==> src/rtl/arilla_bus_arbiter_if.sv <==
// Signal bundle around the arbiter: the per-master request lanes and the
// single shared slave bus.
interface arilla_bus_arbiter_if #(
  parameter int Masters      = 2,
  parameter int DataWidth    = 32,
  parameter int AddressWidth = 32
);
  localparam int BE = DataWidth / 8;
  localparam int AW = AddressWidth - $clog2(BE);

  logic [Masters-1:0]           m_read;
  logic [Masters-1:0]           m_write;
  logic [Masters*AW-1:0]        m_address;
  logic [Masters*BE-1:0]        m_byte_enable;
  logic [Masters*DataWidth-1:0] m_wdata;
  logic [DataWidth-1:0]         m_rdata;
  logic [Masters-1:0]           m_available;
  logic [Masters-1:0]           m_error;

  logic                         s_read;
  logic                         s_write;
  logic [AW-1:0]                s_address;
  logic [BE-1:0]                s_byte_enable;
  logic [DataWidth-1:0]         s_wdata;
  logic [DataWidth-1:0]         s_rdata;
  logic                         s_available;
  logic                         s_intercept;

  // master: the arbiter, which owns the shared bus; slave: the endpoints around it.
  modport master (
    input  m_read, m_write, m_address, m_byte_enable, m_wdata,
    input  s_rdata, s_available, s_intercept,
    output m_rdata, m_available, m_error,
    output s_read, s_write, s_address, s_byte_enable, s_wdata
  );

  modport slave (
    output m_read, m_write, m_address, m_byte_enable, m_wdata,
    output s_rdata, s_available, s_intercept,
    input  m_rdata, m_available, m_error,
    input  s_read, s_write, s_address, s_byte_enable, s_wdata
  );
endinterface

==> src/rtl/arilla_bus_arbiter.sv <==
// Round-robin N-master arbiter onto one arilla slave bus, with grant held for
// the whole transfer and a watchdog that ends unclaimed or stalled transfers.
module arilla_bus_arbiter #(
  parameter int Masters       = 2,
  parameter int DataWidth     = 32,
  parameter int AddressWidth  = 32,
  parameter int TimeoutCycles = 16
) (
  input logic                  clk,
  input logic                  rst_n,
  arilla_bus_arbiter_if.master bus
);
  localparam int BE = DataWidth / 8;
  localparam int AW = AddressWidth - $clog2(BE);
  localparam int GW = $clog2(Masters);
  localparam int CW = (TimeoutCycles > 0) ? $clog2(TimeoutCycles + 1) : 1;
  localparam bit TimeoutEn = (TimeoutCycles != 0);
  localparam logic [CW-1:0] CntLast = CW'((TimeoutCycles > 0) ? TimeoutCycles - 1 : 0);

  typedef enum logic {IDLE, BUSY} state_e;

  state_e                 state_q, state_d;
  logic [GW-1:0]          g_q, g_d;
  logic [GW-1:0]          p_q, p_d;
  logic [CW-1:0]          cnt_q, cnt_d;

  logic [Masters-1:0]     req;
  logic [2*Masters-1:0]   req_rot;
  logic [GW-1:0]          sel;
  logic                   sel_vld;

  logic [Masters-1:0]     g_oh;
  logic                   g_rd;
  logic                   g_wr;
  logic [AW-1:0]          g_addr;
  logic [BE-1:0]          g_be;
  logic [DataWidth-1:0]   g_wdata;

  logic                   done_ok;
  logic                   done_err;

  assign req = bus.m_read | bus.m_write;

  // Rotate the doubled request vector so bit 0 is the master just after p.
  always_comb begin : rr_pick
    int pick;
    pick    = 0;
    sel     = '0;
    sel_vld = 1'b0;
    req_rot = {req, req} >> (int'(p_q) + 1);
    for (int i = 0; i < Masters; i++) begin
      if (!sel_vld && req_rot[i]) begin
        sel_vld = 1'b1;
        pick    = int'(p_q) + 1 + i;
        if (pick >= Masters) pick = pick - Masters;
        sel     = GW'(pick);
      end
    end
  end

  always_comb begin : grant_mux
    g_oh    = '0;
    g_rd    = 1'b0;
    g_wr    = 1'b0;
    g_addr  = '0;
    g_be    = '0;
    g_wdata = '0;
    for (int i = 0; i < Masters; i++) begin
      if (g_q == GW'(i)) begin
        g_oh[i] = 1'b1;
        g_rd    = bus.m_read[i];
        g_wr    = bus.m_write[i];
        g_addr  = bus.m_address[i*AW +: AW];
        g_be    = bus.m_byte_enable[i*BE +: BE];
        g_wdata = bus.m_wdata[i*DataWidth +: DataWidth];
      end
    end
  end

  always_comb begin : fsm_comb
    state_d           = state_q;
    g_d               = g_q;
    p_d               = p_q;
    cnt_d             = cnt_q;
    done_ok           = 1'b0;
    done_err          = 1'b0;
    bus.s_read        = 1'b0;
    bus.s_write       = 1'b0;
    bus.s_address     = '0;
    bus.s_byte_enable = '0;
    bus.s_wdata       = '0;
    bus.m_available   = '0;
    bus.m_error       = '0;
    bus.m_rdata       = bus.s_rdata;

    case (state_q)
      IDLE: begin
        if (sel_vld) begin
          g_d     = sel;
          p_d     = sel;
          cnt_d   = '0;
          state_d = BUSY;
        end
      end
      BUSY: begin
        // A granted master that lets go mid-transfer is simply released.
        if (!(g_rd || g_wr)) begin
          state_d = IDLE;
        end else begin
          bus.s_write       = g_wr;
          bus.s_read        = g_rd & ~g_wr;
          bus.s_address     = g_addr;
          bus.s_byte_enable = g_be;
          bus.s_wdata       = g_wdata;
          if (!bus.s_intercept) begin
            done_err = 1'b1;
          end else if (bus.s_available) begin
            done_ok = 1'b1;
          end else if (TimeoutEn && (cnt_q == CntLast)) begin
            done_err = 1'b1;
          end else begin
            cnt_d = cnt_q + CW'(1);
          end
        end
        if (done_ok || done_err) begin
          bus.m_available = g_oh;
          state_d         = IDLE;
        end
        if (done_err) begin
          bus.m_error = g_oh;
          bus.m_rdata = '1;
        end
      end
      default: state_d = IDLE;
    endcase
  end

  always_ff @(posedge clk or negedge rst_n) begin
    if (!rst_n) begin
      state_q <= IDLE;
      g_q     <= '0;
      p_q     <= GW'(Masters - 1);
      cnt_q   <= '0;
    end else begin
      state_q <= state_d;
      g_q     <= g_d;
      p_q     <= p_d;
      cnt_q   <= cnt_d;
    end
  end
endmodule

==> src/flat_wrapper.sv <==
// flat-port wrapper written by rule: the top's interface ports become plain ports
module arilla_bus_arbiter_flat 
#(
  parameter int Masters       = 2,
  parameter int DataWidth     = 32,
  parameter int AddressWidth  = 32,
  parameter int TimeoutCycles = 16
)
  (clk, rst_n, bus_m_read, bus_m_write, bus_m_address, bus_m_byte_enable, bus_m_wdata, bus_s_rdata, bus_s_available, bus_s_intercept, bus_m_rdata, bus_m_available, bus_m_error, bus_s_read, bus_s_write, bus_s_address, bus_s_byte_enable, bus_s_wdata);
  arilla_bus_arbiter_if #(.Masters(Masters), .DataWidth(DataWidth), .AddressWidth(AddressWidth)) bus_i ();
  input logic clk;
  input logic rst_n;
  input wire logic [$bits(bus_i.m_read)-1:0] bus_m_read;
  input wire logic [$bits(bus_i.m_write)-1:0] bus_m_write;
  input wire logic [$bits(bus_i.m_address)-1:0] bus_m_address;
  input wire logic [$bits(bus_i.m_byte_enable)-1:0] bus_m_byte_enable;
  input wire logic [$bits(bus_i.m_wdata)-1:0] bus_m_wdata;
  input wire logic [$bits(bus_i.s_rdata)-1:0] bus_s_rdata;
  input wire logic [$bits(bus_i.s_available)-1:0] bus_s_available;
  input wire logic [$bits(bus_i.s_intercept)-1:0] bus_s_intercept;
  output wire logic [$bits(bus_i.m_rdata)-1:0] bus_m_rdata;
  output wire logic [$bits(bus_i.m_available)-1:0] bus_m_available;
  output wire logic [$bits(bus_i.m_error)-1:0] bus_m_error;
  output wire logic [$bits(bus_i.s_read)-1:0] bus_s_read;
  output wire logic [$bits(bus_i.s_write)-1:0] bus_s_write;
  output wire logic [$bits(bus_i.s_address)-1:0] bus_s_address;
  output wire logic [$bits(bus_i.s_byte_enable)-1:0] bus_s_byte_enable;
  output wire logic [$bits(bus_i.s_wdata)-1:0] bus_s_wdata;
  assign bus_i.m_read = bus_m_read;
  assign bus_i.m_write = bus_m_write;
  assign bus_i.m_address = bus_m_address;
  assign bus_i.m_byte_enable = bus_m_byte_enable;
  assign bus_i.m_wdata = bus_m_wdata;
  assign bus_i.s_rdata = bus_s_rdata;
  assign bus_i.s_available = bus_s_available;
  assign bus_i.s_intercept = bus_s_intercept;
  assign bus_m_rdata = bus_i.m_rdata;
  assign bus_m_available = bus_i.m_available;
  assign bus_m_error = bus_i.m_error;
  assign bus_s_read = bus_i.s_read;
  assign bus_s_write = bus_i.s_write;
  assign bus_s_address = bus_i.s_address;
  assign bus_s_byte_enable = bus_i.s_byte_enable;
  assign bus_s_wdata = bus_i.s_wdata;
  arilla_bus_arbiter #(.Masters(Masters), .DataWidth(DataWidth), .AddressWidth(AddressWidth), .TimeoutCycles(TimeoutCycles)) u_core (.clk(clk), .rst_n(rst_n), .bus(bus_i));
endmodule
==> config.mk <==
export PLATFORM = sky130hd
export DESIGN_NAME = arilla_bus_arbiter_flat
export DESIGN_NICKNAME = d
export VERILOG_FILES = /design/src/rtl/arilla_bus_arbiter_if.sv /design/src/rtl/arilla_bus_arbiter.sv /design/src/flat_wrapper.sv
export SDC_FILE = /design/constraint.sdc
export NUM_CORES = 1
export LEC_CHECK = 0
export CORE_AREA = 5 5 105 107
export DETAILED_ROUTE_END_ITERATION = 16
export DIE_AREA = 0 0 110 112
export HOLD_SLACK_MARGIN = 0.12
export PLACE_DENSITY = 0.72
export SETUP_SLACK_MARGIN = 0.02
export SLEW_MARGIN = 20
export SYNTH_ARGS = -nofsm -noshare
export SYNTH_HDL_FRONTEND = slang
export SYNTH_SLANG_ARGS = --single-unit
==> constraint.sdc <==
create_clock -name clk -period 2.6 [get_ports clk]
set_input_delay 0.52 -clock clk [delete_from_list [all_inputs] [get_ports clk]]
set_output_delay 0.52 -clock clk [all_outputs]
set_load 0.01 [all_outputs]
# Word level (Yosys, flattened, before mapping)
# Index checks and enable logic that the tools add are counted.
dict set report totals {
  register_bits 8
}
dict set report op_classes {
  addsub 5
  n_lt_le_gt_ge 2
  eq_ne 6
  shifts 1
  mux 48
  bitwise 4
  reduce_logical 6
}
# operator count
set ops {}
lappend ops {{$mux 32} 5}
lappend ops {{$mux 30} 3}
lappend ops {{$ge 32x3->1 const B} 1}
lappend ops {{$mux 1} 26}
lappend ops {{$mux 5} 5}
lappend ops {{$mux 4} 3}
lappend ops {{$pmux 5 s2} 1}
lappend ops {{$mux 2} 4}
lappend ops {{$ne 2x2->1 const B} 4}
lappend ops {{$add 5x1->5 const B} 1}
lappend ops {{$eq 5x4->1 const B} 1}
lappend ops {{$reduce_and 5->1} 1}
lappend ops {{$shr 4x2->2} 1}
lappend ops {{$add 2x1->3 const B} 1}
lappend ops {{$add 1x1->2 const B} 1}
lappend ops {{$ge 2x2->1 const B} 1}
lappend ops {{$logic_or 1x1->1} 2}
lappend ops {{$ne 2x1->1 const B} 1}
lappend ops {{$not 1->1} 2}
lappend ops {{$or 2x2->2} 1}
lappend ops {{$pmux 1 s2} 1}
lappend ops {{$reduce_and 2->1} 1}
lappend ops {{$sub 1x1->1 const B} 2}
lappend ops {{$and 1x1->1} 1}
lappend ops {{2 further kinds} 2}

# Longest topological paths before layout
# Gate-level depths: netlist of run 1.
dict set report logic_depth {
  word_depth 9
  ltp_mapped 7
  mapped_depth_nobuf 7
}

# Least setup slack after synthesis of run 1
# OpenSTA, ideal clock, no wires.
dict set report synth_path {
  kind {in2out}
  startpoint {input port bus_m_read[1]}
  endpoint {output port bus_m_error[0]}
  arrival_time_ns 1.677
  required_time_ns 2.080
  setup_slack_ns 0.403
  path_stages 6
  path_buffers 2
  cell_sequence {nor2_1 > a211o_1 > clkbuf_1 > a21oi_2 > clkbuf_1 > nor2b_1}
}
dict set report synth_between {
  elab_chain_cells 6
}
# item line_no
set synth_rtl {}
lappend synth_rtl {{start, declared} flat_wrapper.sv:13} ;# input wire logic [$bits(bus_i.m_read)-1:0] bus_m_read;
lappend synth_rtl {{$mux 1} arilla_bus_arbiter.sv:69} ;# if (g_q == GW'(i)) begin
lappend synth_rtl {{$logic_or 1x1->1} arilla_bus_arbiter.sv:107} ;# if (!(g_rd || g_wr)) begin
lappend synth_rtl {{$mux 1} arilla_bus_arbiter.sv:107}
lappend synth_rtl {{$mux 1} arilla_bus_arbiter.sv:96} ;# case (state_q)
lappend synth_rtl {{$mux 2} arilla_bus_arbiter.sv:129} ;# if (done_err) begin
lappend synth_rtl {{$mux 2} arilla_bus_arbiter.sv:96}
lappend synth_rtl {{end, declared} flat_wrapper.sv:23} ;# output wire logic [$bits(bus_i.m_error)-1:0] bus_m_error;
# No other way between the ends. The select of a mux whose other input is x is not followed.

# Worst setup path after layout of run 1
dict set report layout_path {
  startpoint {input port bus_m_read[1]}
  endpoint {output port bus_s_address[16]}
}
dict set report layout_between {
  elab_chain_cells 4
}
# item line_no
set layout_rtl {}
lappend layout_rtl {{$mux 1} arilla_bus_arbiter.sv:69}
lappend layout_rtl {{$logic_or 1x1->1} arilla_bus_arbiter.sv:107}
lappend layout_rtl {{$mux 30} arilla_bus_arbiter.sv:107}
lappend layout_rtl {{$mux 30} arilla_bus_arbiter.sv:96}
lappend layout_rtl {{end, declared} flat_wrapper.sv:26} ;# output wire logic [$bits(bus_i.s_address)-1:0] bus_s_address;
# No other way between the ends.

==> reports/qor_table.md, run 1 <==
| Item | Value |
|---|---|
| Max_cap viols | 0 |
| Total setup violations reported at the end of the flow | 0 |
| Routed Antenna Nets | 0 |
| Number of instances in the synthesized netlist | 238 |
| Avg Synthesized Cell Area | 7.087 um^2 |
| Drt pass-1 iters | 4 |
| H-Tree Level Count | 1 |
| Number of CTS-inserted buffers | 3 |
| Pin count of the biggest net entering global routing | 38 |
| IR Drop Worst-Case VDD | 0.4380 mV |
| Die area | 0.01232 mm^2 |
| Most instantiated flip-flop cell in the synthesis netlist | sky130_fd_sc_hd__dfrtp_1 |
| Global-route wire length before repair | 14430 um |
| Routed vias | 2727 |
| Reg clk slew, reported paths | 40 ps |
| Met1 layer wirelength in the final routing | 3467 um |
| Highest routed metal layer | met4 |
| Power density normalized to cell area | 681.3 mW/mm^2 |
| Area of the core | 0.01005 mm^2 |
| #FFs+latches synth | 8 |
| Type of destination of the critical path | primary output |
| Cells along the critical path | dlygate4sd2_1 > nor2_1 > a211o_2 > buf_12 > nor2_1 > clkdlybuf4s50_1 |
| Vert. Die Dim | 112 um |
| Stage delay of the slowest cell on the critical path | 540 ps |
| Run status | completed |
| Buffers added on ports | 275 |
| Maximum operating frequency | 392.9 MHz |
| Number of nets produced by synthesis | 412 |
| DP Area | 0.004647 mm^2 |
| CP arrival | 2030 ps |
| Crit path kind | in -> out |
| Summed area of non-filler cells in the final layout | 0.004619 mm^2 |
| Met2 wire len | 5181 um |
| Fraction of final layout cells with drive strength greater than 1 | 20.08% |
| Synth warnings | 0 |
| Routed wire length on met3 | 1314 um |
| Async S/R FF share, synth | 100.0% |
| Crit path max-delay cell type | sky130_fd_sc_hd__clkdlybuf4s50_1 |
| DIE WIDTH | 110 um |
| Final nets | 693 |
| Critical path's most frequent cell | sky130_fd_sc_hd__nor2_1 |
| Worst slew slack as a fraction of its limit | 62.48% |
| Hold Slack | 515.3 ps |
| Remaining Overflow, GRT | 0 |
| Placement Rows | 37 |
| Top Ports | 276 |
| Global placer's final weighted congestion | 0.7855 |
| DRC violation count after routing | 0 |
| Detail-routed net length per standard cell | 15.35 um |
| Synth-to-Final Area Change | 173.9% |
| Clk Tree Root Cell | sky130_fd_sc_hd__clkbuf_8 |
| Post-synthesis instance area | 0.001687 mm^2 |
| Vias per cell | 4.170 |
| RSZ-0062 raised after global routing | no |
| Category of the worst setup path launch point | input port |
| Violation count after the first detailed-routing iteration | 63 |
| Count of cell types in the netlist | 30 |
| Final critical path time including I/O delays and setup | 2545 ps |
| Number of diodes | 0 |
| EDFF count, synth | 0 |
| Share of the clock period used by the worst path | 97.89% |
| Effective utilization at floorplan | 16.79% |
| Top fanout value on the critical path | 32 |
| Data required time at the worst endpoint | 2080 ps |
| Later-pin clock latency in the skew report | 220 ps |
| Detailed placer's ending HPWL | 8662 um |
| Clock tree from TritonCTS | yes |
| Overall routed net length | 10040 um |
| Tightest Pin Transition | 562.8 ps |
| CTS max path bufs | 2 |
| TNS Setup | 0 ps |
| Post-route clock skew | 4.206 ps |
| Clock Sinks | 8 |
| Utilization of the core after routing | 45.98% |
| Via count of the first global-routing pass | 2853 |
| Max Transition Viols Final | 0 |
| Static Leak | 2.335 nW |
| Sequential cell area fraction in the yosys report | 11.94% |
| Initial antenna violation count | 0 |
| Global-route total usage across every layer | 14.44% |
| Final hold violation count | 0 |
| Class of the most critical hold timing path | reg -> reg |
-- metrics by stage --
step | cells | worst slack (ps) | power, W
finish | 654 | 54.97 | 0.003147
detailed placement | 643 | -457.7 | 0.003246
floorplan | 238 | 402.8 | 0.001680
global placement | 643 | -405.4 | 0.003206
CTS | 653 | 20.54 | 0.003219
global route | 654 | 20.75 | 0.003402
-- report_power, final --
group	switching (W)	internal, W
registers	0.0000440	0.000179
logic	0.00133	0.00144
clock network	0.0000445	0.000106
total	0.00142	0.00173
-- worst max-delay path: cells and delay by family --
| family | cells | cell delay [ps] |
|---|---|---|
| AO/OA/AOI/OAI | 1 | 390 |
| AND/OR/NAND/NOR | 2 | 160 |
| buffers and inverters | 3 | 930 |
-- cell type report --
class,count,area (um^2)
clock buffers,4,45.04
fillers,1001,5426
inverters,5,18.77
multi-input cells,206,1443
flip-flops and latches,8,205.2
well taps,136,170.2
repair buffers,295,2738
-- cells in the mapped netlist, types with 2 or more instances --
cell type                  instances  area share (%)
sky130_fd_sc_hd__clkbuf_1         10             2.2
sky130_fd_sc_hd__nor2_1           75              17
sky130_fd_sc_hd__nor3_1            2            0.59
sky130_fd_sc_hd__nand2_1           4            0.89
sky130_fd_sc_hd__ha_1              2             1.5
sky130_fd_sc_hd__or2_2            32              12
sky130_fd_sc_hd__buf_2             5             1.5
sky130_fd_sc_hd__o32a_1            2             1.2
sky130_fd_sc_hd__buf_1             4            0.89
sky130_fd_sc_hd__nor3b_1           2            0.89
sky130_fd_sc_hd__inv_1             5             1.1
sky130_fd_sc_hd__dfrtp_1           7              10
sky130_fd_sc_hd__mux2i_1          71              42
-- path summary, 6_finish.rpt --
kind | cells past startpoint | startpoint | endpoint | slack, ps
setup / recovery | 6 | bus_m_read[1] | bus_s_address[16] | 50
hold / removal | 2 | u_core.p_q$_DFFE_PN1P_ | u_core.p_q$_DFFE_PN1P_ | 520
setup reg to reg | 7 | u_core.cnt_q[0]$_DFFE_PN0P_ | u_core.cnt_q[3]$_DFFE_PN0P_ | 320
hold reg to reg | 2 | u_core.p_q$_DFFE_PN1P_ | u_core.p_q$_DFFE_PN1P_ | 520
max in group asynchronous | 1 | rst_n | u_core.p_q$_DFFE_PN1P_ | 1710
min in group asynchronous | 1 | rst_n | u_core.cnt_q[2]$_DFFE_PN0P_ | 580
-- flip-flops by register name (all words and copies together) (netlist names) --
| register | count |
|---|---|
| u_core.cnt_q | 5 |
| u_core.state_q | 1 |
| u_core.g_q | 1 |
| u_core.p_q | 1 |
-- repair_timing --
item                                    in CTS  in global routing
pin swaps                                    2                  1
resized for setup                          196                 24
hold buffers                                 0                  0
hold endpoints to repair                     0                  0
buffers inserted                             5                  1
cloned                                       1                  0
endpoints found under the setup margin     103                 22
-- kinds of logic (layout without fill, tap and decap cells) --
logic type / Yosys count / in the layout / share of synthesized area, %
mux: 71 / 71 / 42.14
compound gates: 11 / 11 / 5.045
flops: 8 / 8 / 11.94
simple gates: 122 / 122 / 33.68
buf+inv: 24 / 304 / 5.712
fa+ha+maj: 2 / 2 / 1.483
-- routing by layer --
layer / GRT usage (%) / up-vias
met5: 0 / -
met4: 1.912 / 0
met3: 4.986 / 8
met2: 28.52 / 170
met1: 14.43 / 1193
li1: - / 1356
-- layout by cell type, fill, tap and decap left out, types with 2 or more instances in the layout --
cell / Yosys / final
sky130_fd_sc_hd__nand2_1: 4 / 4
sky130_fd_sc_hd__nor2_1: 75 / 74
sky130_fd_sc_hd__dlygate4sd2_1: 0 / 65
sky130_fd_sc_hd__or2_2: 32 / 31
sky130_fd_sc_hd__clkbuf_2: 0 / 14
sky130_fd_sc_hd__mux2i_1: 71 / 71
sky130_fd_sc_hd__o32a_1: 2 / 2
sky130_fd_sc_hd__buf_12: 0 / 4
sky130_fd_sc_hd__dlymetal6s2s_1: 0 / 4
sky130_fd_sc_hd__dfrtp_1: 7 / 6
sky130_fd_sc_hd__clkdlybuf4s50_1: 0 / 170
sky130_fd_sc_hd__inv_1: 5 / 5
sky130_fd_sc_hd__buf_4: 0 / 14
sky130_fd_sc_hd__buf_2: 5 / 20
sky130_fd_sc_hd__buf_6: 0 / 3
sky130_fd_sc_hd__clkbuf_8: 0 / 3
(Power assumes the default switching activity.)
==> inputs of run 2 (changes only) <==
--- a/config.mk
+++ b/config.mk
@@ -5,13 +5,14 @@
 export SDC_FILE = /design/constraint.sdc
 export NUM_CORES = 1
 export LEC_CHECK = 0
-export CORE_AREA = 5 5 105 107
+export CELL_PAD_IN_SITES_DETAIL_PLACEMENT = 1
+export CELL_PAD_IN_SITES_GLOBAL_PLACEMENT = 2
+export CORE_MARGIN = 5
+export CORE_UTILIZATION = 10
 export DETAILED_ROUTE_END_ITERATION = 16
-export DIE_AREA = 0 0 110 112
 export HOLD_SLACK_MARGIN = 0.12
-export PLACE_DENSITY = 0.72
+export PLACE_DENSITY = 0.95
 export SETUP_SLACK_MARGIN = 0.02
-export SLEW_MARGIN = 20
 export SYNTH_ARGS = -nofsm -noshare
 export SYNTH_HDL_FRONTEND = slang
 export SYNTH_SLANG_ARGS = --single-unit
==> reports/qor_table.md, run 2 (synthesis results as in run 1) <==
| Item | Value | vs previous |
|---|---|---|
| Run status | completed |  |
| Initial antenna violation count | 0 | unchanged |
| Cells on Worst Hold Path | 2 | unchanged |
| Detailed placer's ending HPWL | 10280 um | +19% |
| Most utilized layer in the global route result | met2 |  |
| Number of diodes | 0 | unchanged |
| Number of CTS-inserted buffers | 3 | unchanged |
| Top Ports | 276 | unchanged |
| CTS max path bufs | 2 | unchanged |
| Most frequent cells in the layout | 168 x sky130_fd_sc_hd__clkdlybuf4s50_1, 74 x sky130_fd_sc_hd__nor2_1, 71 x sky130_fd_sc_hd__mux2i_1, 49 x sky130_fd_sc_hd__dlygate4sd2_1, 30 x sky130_fd_sc_hd__or2_2 |  |
| Routed Antenna Nets | 0 | unchanged |
| Crit path kind | reg -> out |  |
| Max_cap viols | 0 | unchanged |
| Vias per cell | 3.858 | -7.5% |
| Final nets | 692 | -0.14% |
| Fraction of final layout cells with drive strength greater than 1 | 20.70% | +0.62 points |
| Largest reg by FF count | u_core.cnt_q |  |
| Worst slew slack as a fraction of its limit | 67.14% | +4.7 points |
| Post-layout total power | 0.003345 W | +6.3% |
| Tightest Pin Transition | 492.8 ps | -70.02 ps |
| Via count of the first global-routing pass | 3220 | +13% |
| Class of the most critical hold timing path | reg -> reg |  |
| Category of the worst setup path launch point | flip-flop |  |
| Pin count of the biggest net entering global routing | 44 | +16% |
| Total setup violations reported at the end of the flow | 0 | unchanged |
| Placement Rows | 47 | +27% |
| Most common cell after layout, fill and taps aside | sky130_fd_sc_hd__clkdlybuf4s50_1 |  |
| Synth-to-Final Area Change | 182.6% |  |
| Final critical path time including I/O delays and setup | 2523 ps | -21.76 ps |
| Violation count after the first detailed-routing iteration | 65 | +3.2% |
| Top fanout value on the critical path | 17 | -47% |
| Grt met1 use | 11.89% | -2.5 points |
| Max Transition Viols Final | 0 | unchanged |
| Met3 track demand over resource | 4.528% | -0.46 points |
| Max reg flops | 5 | unchanged |
| Clk Tree Root Cell | sky130_fd_sc_hd__clkbuf_16 |  |
| H-Tree Level Count | 1 | unchanged |
| Reg clk slew, reported paths | 40 ps | about the same |
| Die area | 0.01956 mm^2 | +59% |
| Final hold violation count | 0 | unchanged |
| Register-to-Register Path Depth | 8 | +1 |
| DRC violation count after routing | 0 | unchanged |
| Clock Sinks | 8 | unchanged |
| Clock tree from TritonCTS | yes |  |
| Met2 track demand over resource | 20.56% | -8.0 points |
| Power density normalized to cell area | 701.8 mW/mm^2 | +3.0% |
| Stage delay of the slowest cell on the critical path | 380 ps | -160 ps |
| Crit path max-delay cell type | sky130_fd_sc_hd__dfrtp_1 |  |
| Post-route clock skew | 3.922 ps | -0.2839 ps |
| Global placer's final weighted congestion | 0.8348 | +6.3% |
| Global-route wire length before repair | 17670 um | +22% |
| Data required time at the worst endpoint | 2080 ps | about the same |
| Effective utilization at floorplan | 10.17% | -6.6 points |
| DIE WIDTH | 139.9 um | +27% |
| Drt pass-1 iters | 3 | -1 |
| Share of the clock period used by the worst path | 97.05% | -0.84 points |
| CP arrival | 2000 ps | -30 ps |
| RSZ-0062 raised after global routing | no |  |
| Later-pin clock latency in the skew report | 240 ps | +20 ps |
| Buffers added on ports | 275 | unchanged |
| Area of the core | 0.01658 mm^2 | +65% |
| Remaining Overflow, GRT | 0 | unchanged |
| IR Drop Worst-Case VDD | 0.3106 mV | -29% |
| Overall routed net length | 11730 um | +17% |
| Type of destination of the critical path | primary output |  |
| Routed vias | 2843 | +4.3% |
| Vert. Die Dim | 139.9 um | +25% |
| TNS Setup | 0 ps | unchanged |
| Detail-routed net length per standard cell | 15.91 um | +3.7% |
| Count of hold buffers inserted by post-cts repair | 0 | unchanged |
| Maximum operating frequency | 396.3 MHz | +0.86% |
| Cells along the critical path | ha_2 > and3_4 > ha_4 > nand2b_4 > a21oi_4 > buf_4 > buf_12 > or2_2 > buf_2 |  |
| Static Leak | 2.255 nW | -3.4% |
| Count of fill cells added during filler insertion | 1986 | +98% |
| Global-route total usage across every layer | 11.27% | -3.2 points |
-- run 2: worst max-delay path, delay by kind of cell, from the launching register on --
kind                       cells  cell delay, ps
and+or+nand+nor                3             520
buffers and inverters          3             430
DFF                            1             380
adders and majority gates      2             350
AOI/OAI and AO/OA              1              60
-- run 2: metal layers --
layer	wire, um	up-vias
met4	237	0
li1	-	1355
met3	1290	14
met5	0	-
met2	5986	186
met1	4213	1288
-- run 2: area by class of cell --
cell class,count,area (um^2),share of cell area [%]
timing repair buffer,294,2739,57.45
clock buffer,4,78.83,1.654
tap,220,275.3,5.774
inverter,5,18.77,0.3937
multi-input combinational,206,1450,30.42
sequential,8,205.2,4.304
-- run 2: timing repair --
item,CTS,global route
pin swaps,3,0
resized for setup,223,36
buffers inserted,2,1
setup endpoints to repair,103,55
cloned,1,0
-- run 2: path summary, 6_finish.rpt --
| kind | slack, ps | end | start |
|---|---|---|---|
| min in group asynchronous | 560 | u_core.cnt_q[0]$_DFFE_PN0P_ | rst_n |
| min | 530 | u_core.p_q$_DFFE_PN1P_ | u_core.p_q$_DFFE_PN1P_ |
| max in group asynchronous | 1720 | u_core.p_q$_DFFE_PN1P_ | rst_n |
| min reg2reg | 530 | u_core.p_q$_DFFE_PN1P_ | u_core.p_q$_DFFE_PN1P_ |
| max | 80 | bus_m_rdata[27] | u_core.cnt_q[0]$_DFFE_PN0P_ |
| max reg2reg | 220 | u_core.cnt_q[2]$_DFFE_PN0P_ | u_core.cnt_q[0]$_DFFE_PN0P_ |
-- run 2: through the flow --
stage          cells  worst slack [ps]  cell area [um^2]  utilization, %  hold WS [ps]
4_1_cts          736             17.85              4720           28.46         531.8
5_1_grt          737             12.30              4767           28.75         549.5
3_3_place_gp     729            -477.7              4792           28.90         504.1
2_1_floorplan    238             402.8              1687               -         224.4
3_5_place_dp     729            -517.5              4792           28.90         526.3
6_report         737             76.73              4767           28.75         531.6
-- run 2: where the power goes --
group          switching [W]  leakage [nW]  internal (W)  total [W]
clock network      0.0000802        0.0382      0.000206   0.000286
registers          0.0000571         0.102      0.000179   0.000236
logic                0.00140          2.11       0.00142    0.00282
==> inputs of run 3 (changes only) <==
--- a/config.mk
+++ b/config.mk
@@ -5,13 +5,11 @@
 export SDC_FILE = /design/constraint.sdc
 export NUM_CORES = 1
 export LEC_CHECK = 0
-export CELL_PAD_IN_SITES_DETAIL_PLACEMENT = 1
-export CELL_PAD_IN_SITES_GLOBAL_PLACEMENT = 2
-export CORE_MARGIN = 5
-export CORE_UTILIZATION = 10
+export CORE_AREA = 5 5 105 107
 export DETAILED_ROUTE_END_ITERATION = 16
+export DIE_AREA = 0 0 110 112
 export HOLD_SLACK_MARGIN = 0.12
-export PLACE_DENSITY = 0.95
+export PLACE_DENSITY = 0.72
 export SETUP_SLACK_MARGIN = 0.02
 export SYNTH_ARGS = -nofsm -noshare
 export SYNTH_HDL_FRONTEND = slang
==> results of run 3 <==
Final layout, timing and power as in run 1 (identical DEF).
